===== src/rtl/lc3_pkg.sv =====
// Shared LC-3 definitions: opcodes, condition-code encodings, HALT trap vector
// and the writeback-stage run/halt state type.
package lc3_pkg;

  localparam int unsigned XLEN_DEF = 16;

  localparam logic [3:0] OP_BR   = 4'b0000;
  localparam logic [3:0] OP_ADD  = 4'b0001;
  localparam logic [3:0] OP_LD   = 4'b0010;
  localparam logic [3:0] OP_ST   = 4'b0011;
  localparam logic [3:0] OP_JSR  = 4'b0100;
  localparam logic [3:0] OP_AND  = 4'b0101;
  localparam logic [3:0] OP_LDR  = 4'b0110;
  localparam logic [3:0] OP_STR  = 4'b0111;
  localparam logic [3:0] OP_RTI  = 4'b1000;
  localparam logic [3:0] OP_NOT  = 4'b1001;
  localparam logic [3:0] OP_LDI  = 4'b1010;
  localparam logic [3:0] OP_STI  = 4'b1011;
  localparam logic [3:0] OP_JMP  = 4'b1100;
  localparam logic [3:0] OP_RES  = 4'b1101;
  localparam logic [3:0] OP_LEA  = 4'b1110;
  localparam logic [3:0] OP_TRAP = 4'b1111;

  localparam logic [7:0] DEF_HALT_VECTOR = 8'h25;

  localparam logic [2:0] CC_N = 3'b100;
  localparam logic [2:0] CC_Z = 3'b010;
  localparam logic [2:0] CC_P = 3'b001;

  localparam logic [2:0] R7 = 3'd7;

  typedef enum logic [1:0] {
    RUN    = 2'd0,
    HALT   = 2'd1,
    HALTED = 2'd2
  } wb_state_t;

endpackage


===== src/rtl/lc3_wb_decode.sv =====
// Architectural-effect decode of an LC-3 instruction word: register write,
// condition-code update, destination register and HALT detection.
module lc3_wb_decode
  import lc3_pkg::*;
#(
  parameter logic [7:0] HALT_VECTOR = DEF_HALT_VECTOR
) (
  input  logic [15:0] ir,
  output logic        writes,
  output logic        sets_cc,
  output logic [2:0]  dr,
  output logic        is_halt
);

  logic [3:0] op;
  logic       unused_ir_bit8;

  assign op             = ir[15:12];
  assign unused_ir_bit8 = ir[8];

  always_comb begin
    writes  = 1'b0;
    sets_cc = 1'b0;
    dr      = ir[11:9];
    is_halt = 1'b0;
    case (op)
      OP_ADD, OP_AND, OP_NOT, OP_LD, OP_LDI, OP_LDR, OP_LEA: begin
        writes  = 1'b1;
        sets_cc = 1'b1;
      end
      // Subroutine calls and traps link the return address into R7.
      OP_JSR: begin
        writes = 1'b1;
        dr     = R7;
      end
      OP_TRAP: begin
        writes  = 1'b1;
        dr      = R7;
        is_halt = (ir[7:0] == HALT_VECTOR);
      end
      default: ;
    endcase
  end

endmodule


===== src/rtl/lc3_writeback_stage.sv =====
// LC-3 writeback stage: W pipeline register, commit decode, NZP flags and the
// halt state machine. Define LC3_WB_TRACE_EN for a per-commit simulation trace.
module lc3_writeback_stage
  import lc3_pkg::*;
#(
  parameter int unsigned XLEN        = XLEN_DEF,
  parameter logic [7:0]  HALT_VECTOR = DEF_HALT_VECTOR
) (
  input  logic            clk,
  input  logic            rst_n,
  input  logic            M_v,
  input  logic [XLEN-1:0] M_pc,
  input  logic [XLEN-1:0] M_ir,
  input  logic [XLEN-1:0] M_result,
  input  logic            stall,
  output logic            W_v,
  output logic [XLEN-1:0] W_pc,
  output logic [XLEN-1:0] W_ir,
  output logic            regWE,
  output logic [2:0]      regDR,
  output logic [XLEN-1:0] regData,
  output logic [2:0]      cc,
  output logic            isHalt,
  output logic            halted
);

  wb_state_t       state, state_nxt;
  logic            W_valid_r;
  logic [XLEN-1:0] W_pc_r, W_ir_r, W_res_r;

  logic            dec_writes, dec_sets_cc, dec_is_halt;
  logic [2:0]      dec_dr;
  logic            commit;
  logic [2:0]      cc_nxt;

  lc3_wb_decode #(
    .HALT_VECTOR(HALT_VECTOR)
  ) u_decode (
    .ir      (W_ir_r[15:0]),
    .writes  (dec_writes),
    .sets_cc (dec_sets_cc),
    .dr      (dec_dr),
    .is_halt (dec_is_halt)
  );

  // W pipeline register; once halting starts nothing new becomes valid.
  always_ff @(posedge clk or negedge rst_n) begin
    if (!rst_n) begin
      W_valid_r <= 1'b0;
      W_pc_r    <= '0;
      W_ir_r    <= '0;
      W_res_r   <= '0;
    end else if (!stall) begin
      if (state != RUN) begin
        W_valid_r <= 1'b0;
      end else begin
        W_valid_r <= M_v;
        W_pc_r    <= M_pc;
        W_ir_r    <= M_ir;
        W_res_r   <= M_result;
      end
    end
  end

  always_ff @(posedge clk or negedge rst_n) begin
    if (!rst_n) begin
      state <= RUN;
      cc    <= CC_Z;
    end else begin
      state <= state_nxt;
      if (commit && dec_sets_cc) cc <= cc_nxt;
    end
  end

  // Commit qualification, halt sequencing and writeback outputs.
  always_comb begin
    state_nxt = state;
    commit    = W_valid_r && !stall && (state == RUN);
    W_v       = commit;
    regWE     = commit && dec_writes;
    isHalt    = commit && dec_is_halt;
    halted    = (state != RUN);
    regDR     = dec_dr;
    regData   = W_res_r;
    W_pc      = W_pc_r;
    W_ir      = W_ir_r;

    if (W_res_r[XLEN-1])       cc_nxt = CC_N;
    else if (W_res_r == '0)    cc_nxt = CC_Z;
    else                       cc_nxt = CC_P;

    case (state)
      RUN:     if (commit && dec_is_halt) state_nxt = HALT;
      HALT:    state_nxt = HALTED;
      HALTED:  state_nxt = HALTED;
      default: state_nxt = RUN;
    endcase
  end

`ifdef LC3_WB_TRACE_EN
  always_ff @(posedge clk) begin
    if (rst_n && W_v) begin
      $write("W pc=%h ir=%h", W_pc, W_ir);
      if (regWE)  $write(" R%0d<=%h", regDR, regData);
      if (isHalt) $write(" HALT");
      $write("\n");
    end
  end
`endif

endmodule


===== config.mk =====
export PLATFORM = sky130hd
export DESIGN_NAME = lc3_writeback_stage
export DESIGN_NICKNAME = d
export VERILOG_FILES = /design/src/rtl/lc3_pkg.sv /design/src/rtl/lc3_wb_decode.sv /design/src/rtl/lc3_writeback_stage.sv
export SDC_FILE = /design/constraint.sdc
export NUM_CORES = 1
export LEC_CHECK = 0
export BUFFER_PORTS_ARGS = -buffer_cell sky130_fd_sc_hd__clkbuf_2
export CORE_MARGIN = 4
export CORE_UTILIZATION = 41
export DETAILED_ROUTE_END_ITERATION = 10
export GPL_TIMING_DRIVEN = 0
export PLACE_DENSITY_LB_ADDON = 0.08
export SETUP_SLACK_MARGIN = 0.05
export SYNTH_ARGS = -nofsm -noshare
export SYNTH_HDL_FRONTEND = slang
export SYNTH_SLANG_ARGS = --single-unit

===== constraint.sdc =====
create_clock -name clk -period 1.8 [get_ports clk]
set_clock_uncertainty 0.15 [all_clocks]
set_input_delay 0.36 -clock clk [delete_from_list [all_inputs] [get_ports clk]]
set_output_delay 0.36 -clock clk [all_outputs]
set_load 0.03 [all_outputs]

==> metrics.md <==
| Metric | Value |
|---|---|
| Outcome | `finished with violations` |
| Failing checks | `setup timing` |
| Wire length per cell | `15.37 um` |
| Crit path DAT | `around 1.7 ns` |
| Initial Util | `42.48%` |
| Core ar. | `around 5000 sq um` |
| DR vias/cell | `a little under 5` |
| Port buffer count | `~110` |
| Setup crit end kind | `primary output` |
| Initial antenna violation count | `0` |
| Fillcell total | `~390` |
| GR Util All Layers | `around 17%` |
| Clk sinks | `54` |
| Final hold viol count | `0` |
| Setup violators final | `56` |
| Worst-path clk slew | `0.09 ns` |
| Gpl congestion | `0.7099` |
| Post-Synth XOR/XNOR Area | `0%` |
| Crit path max fanout | `3` |
| Num rows | `26` |
| Worst-margin pin slew | `~0.52 ns` |
| CTS tree | `yes` |
| DRC viols | `0` |
| Synth Warn # | `0` |
| Largest family of logic cells by synthesized area | `multiplexers` |
| Max IR drop VDD | `0.5437 mV` |
| Clk Latency, worst-skew pair | `roughly 0.30 ns` |
| Count of distinct cell types in the synthesized netlist | `26` |
| Placement Cell Area | `~2800 sq um` |
| DIE HEIGHT | `80.98 um` |
| Critical path depth | `7` |
| Detailed placement HPWL | `3526 um` |
| Mapped Cells | `~140` |
| Synth area leaders | `dfrtp_1, mux2_2, nor4_1` |
| Largest net degree at the start of global routing | `55` |
| Setup CP Type | `register to primary output` |
| WHS Path Cells | `2` |
| Post-DRT Antenna Nets | `0` |
| FFs w/ async S/R, synth | `100.0%` |
| Vias in the first global route | `1715` |
| Final Critical Period | `between 2 and 2.5 ns` |
| Flop2flop setup slack | `-0.26 ns` |
| RSZ-0062 raised after global routing | `true` |
| Hold Path Class | `input pin to register` |
| Yosys reg bits | `54` |
| DR vias | `1691` |
| Die Area | `about 6600 sq um` |
| Syn nets | `between 150 and 200` |
| Post-synthesis mux area share | `26.76%` |
| Design Power | `approximately 3 mW` |
| CTS Buffer Depth | `2` |
| Clock H-tree levels | `2` |
| Startpoint types | `register` |
| Reg2reg end | `state[1]` |
| Min-delay src | `M_v` |
| Seq/Total Area, Yosys | `between 60% and 70%` |
| DIE WIDTH | `~81 um` |
| Worst R2R Start | `state[1]` |
| WL final | `5410 um` |
| Synth Area in Adders | `less than 1%` |
| Synth top area share | `between 60% and 70%` |
| Pre-antenna DRT Iters | `4` |
| Critical path cell sequence | `inv_2 -> ha_4 -> nor2b_1 -> buf_4 -> nand2_8 -> nor4_4 -> clkbuf_8` |
| Synth Area in Compound Gates | `between 2 and 3%` |
| WHS Endpoint | `W_valid_r` |
| Final Slew Violations | `0` |
| Top-count cell post-synth | `dfrtp_1` |
| Layout Nets | `about 330` |
| Final WS setup | `-0.4545 ns` |
| Synth-to-Final Area Change | `60.69%` |
| First-pass GRT wire length | `between 8000 and 9000 um` |
| Delay-heaviest family, CP | `simple AND/OR/NAND/NOR gates` |
| Fin area | `between 3000 and 4000 sq um` |
| Mapped Area | `roughly 2200 sq um` |
| CP bufs+invs | `3` |
| Req. time, crit path | `~1.3 ns` |
| Simple-gate share of the synthesized area | `5.387%` |
| Max Clk Rate | `around 0.44 GHz` |
| Pleak | `1.795 nW` |
| Reg2Reg Depth | `8` |
| Max-Cap Viols | `0` |
| Grt ovf | `0` |
| Pwr per Cell Area | `around 860 nW/um^2` |
| Final cell utilization of the core | `between 60% and 70%` |
| Layout cells sized above 1 | `around 76%` |
| N_diodes | `0` |
| Iteration-0 DRC Markers | `20` |
| Top FF cell, synth | `dfrtp_1` |
| # IOs | `110` |
| CTS Root Cell | `clkbuf_8` |
| Relative slew slack | `between 60% and 70%` |
| Final Cycle Share | `125.2%` |
| Mean post-synth cell area | `between 15 and 20 sq um` |
| Worst path max stage delay | `~0.40 ns` |
| Post-synth top cells | `dfrtp_1, mux2_2, buf_2, nor4_1, inv_1` |
| TritonCTS Buffers | `5` |
| Post-synth EDFFs | `0` |
| Slowest CP cell | `dfrtp_1` |
| Area leader, netlist | `dfrtp_1` |
==> registers in the layout, summed over array words and instances (netlist names) <==
signal     count
regData       16
W_ir          16
W_valid_r      1
cc             3
state          2
W_pc          16
==> power breakdown <==
group	switching, mW	internal (mW)	total, mW
Sequential	0.0978	1.34	1.44
Clock	0.376	0.311	0.687
Combinational	0.496	0.400	0.896
Total	0.970	2.05	3.02
==> worst max path at each step <==
| stage | from | end |
|---|---|---|
| 3_5_place_dp | state[0] | isHalt |
| 2_1_floorplan | state[0] | isHalt |
| 4_1_cts | W_ir[4] | isHalt |
| 5_1_grt | state[0] | isHalt |
| 3_3_place_gp | state[0] | isHalt |
| 6_report | state[1] | isHalt |
==> layout by cell type (no fill, tap or decap), types with 2 or more instances in the layout <==
cell type and count:
clkbuf_2 103, dfrtp_1 48, mux2_4 32, mux2_2 18
buf_4 11, buf_8 9, clkbuf_8 8, dfrtp_2 5
buf_6 5, inv_2 4, nor4_1 4, buf_16 4
nand2b_1 3, buf_12 2
==> cell type report <==
type,count,area (sq um),area share (%)
Clock buffer,7,86.33,2.461
Timing Repair Buffer,132,907.1,25.86
Buffer,6,75.07,2.140
Sequential cell,54,1359,38.73
Inverter,4,15.01,0.4280
Clock inverter,1,5.005,0.1427
Multi-Input combinational cell,78,973.4,27.75
Tap cell,70,87.58,2.496
==> routing by layer <==
layer | routed length (um) | global-route usage [%]
met5 | 0 | 0
met4 | 19 | 4.054
met3 | 419 | 4.989
met2 | 2730 | 28.90
met1 | 2240 | 22.06
==> logic make-up after synthesis <==
group,after synthesis
buf+inv,11
simple gates,17
flops,54
fa+ha+maj,1
compound gates,8
mux,52
==> worst reg2reg max path: cells and delay by family, from the launching register on <==
| kind | cells | cell delay [ns] |
|---|---|---|
| AOI/OAI and AO/OA | 1 | 0.36 |
| adders and majority gates | 1 | 0.13 |
| buffers and inverters | 3 | 0.39 |
| DFF | 1 | 0.40 |
| muxes | 1 | 0.35 |
| and+or+nand+nor | 2 | 0.18 |
==> stage by stage <==
step	hold slack (ns)	setup TNS, ns	setup slack [ns]	instances
after global routing	0.1059	-10.81	-0.5345	352
after detailed placement	0.3198	-3.540	-0.3200	322
after global placement	0.3183	-2.873	-0.2982	322
after floorplan	-0.08559	-0.3752	-0.1591	143
after CTS	0.1164	-5.589	-0.5280	350
final	0.1267	-7.525	-0.4545	352
==> timing repair <==
item,in CTS,in global routing
buffers inserted,16,4
pin swaps,4,4
hold buffers,0,1
resized for setup,82,10
hold endpoints to repair,0,22
setup endpoints to repair,57,60
cloned,4,0
Note: power is estimated with default switching activity, not from simulation.
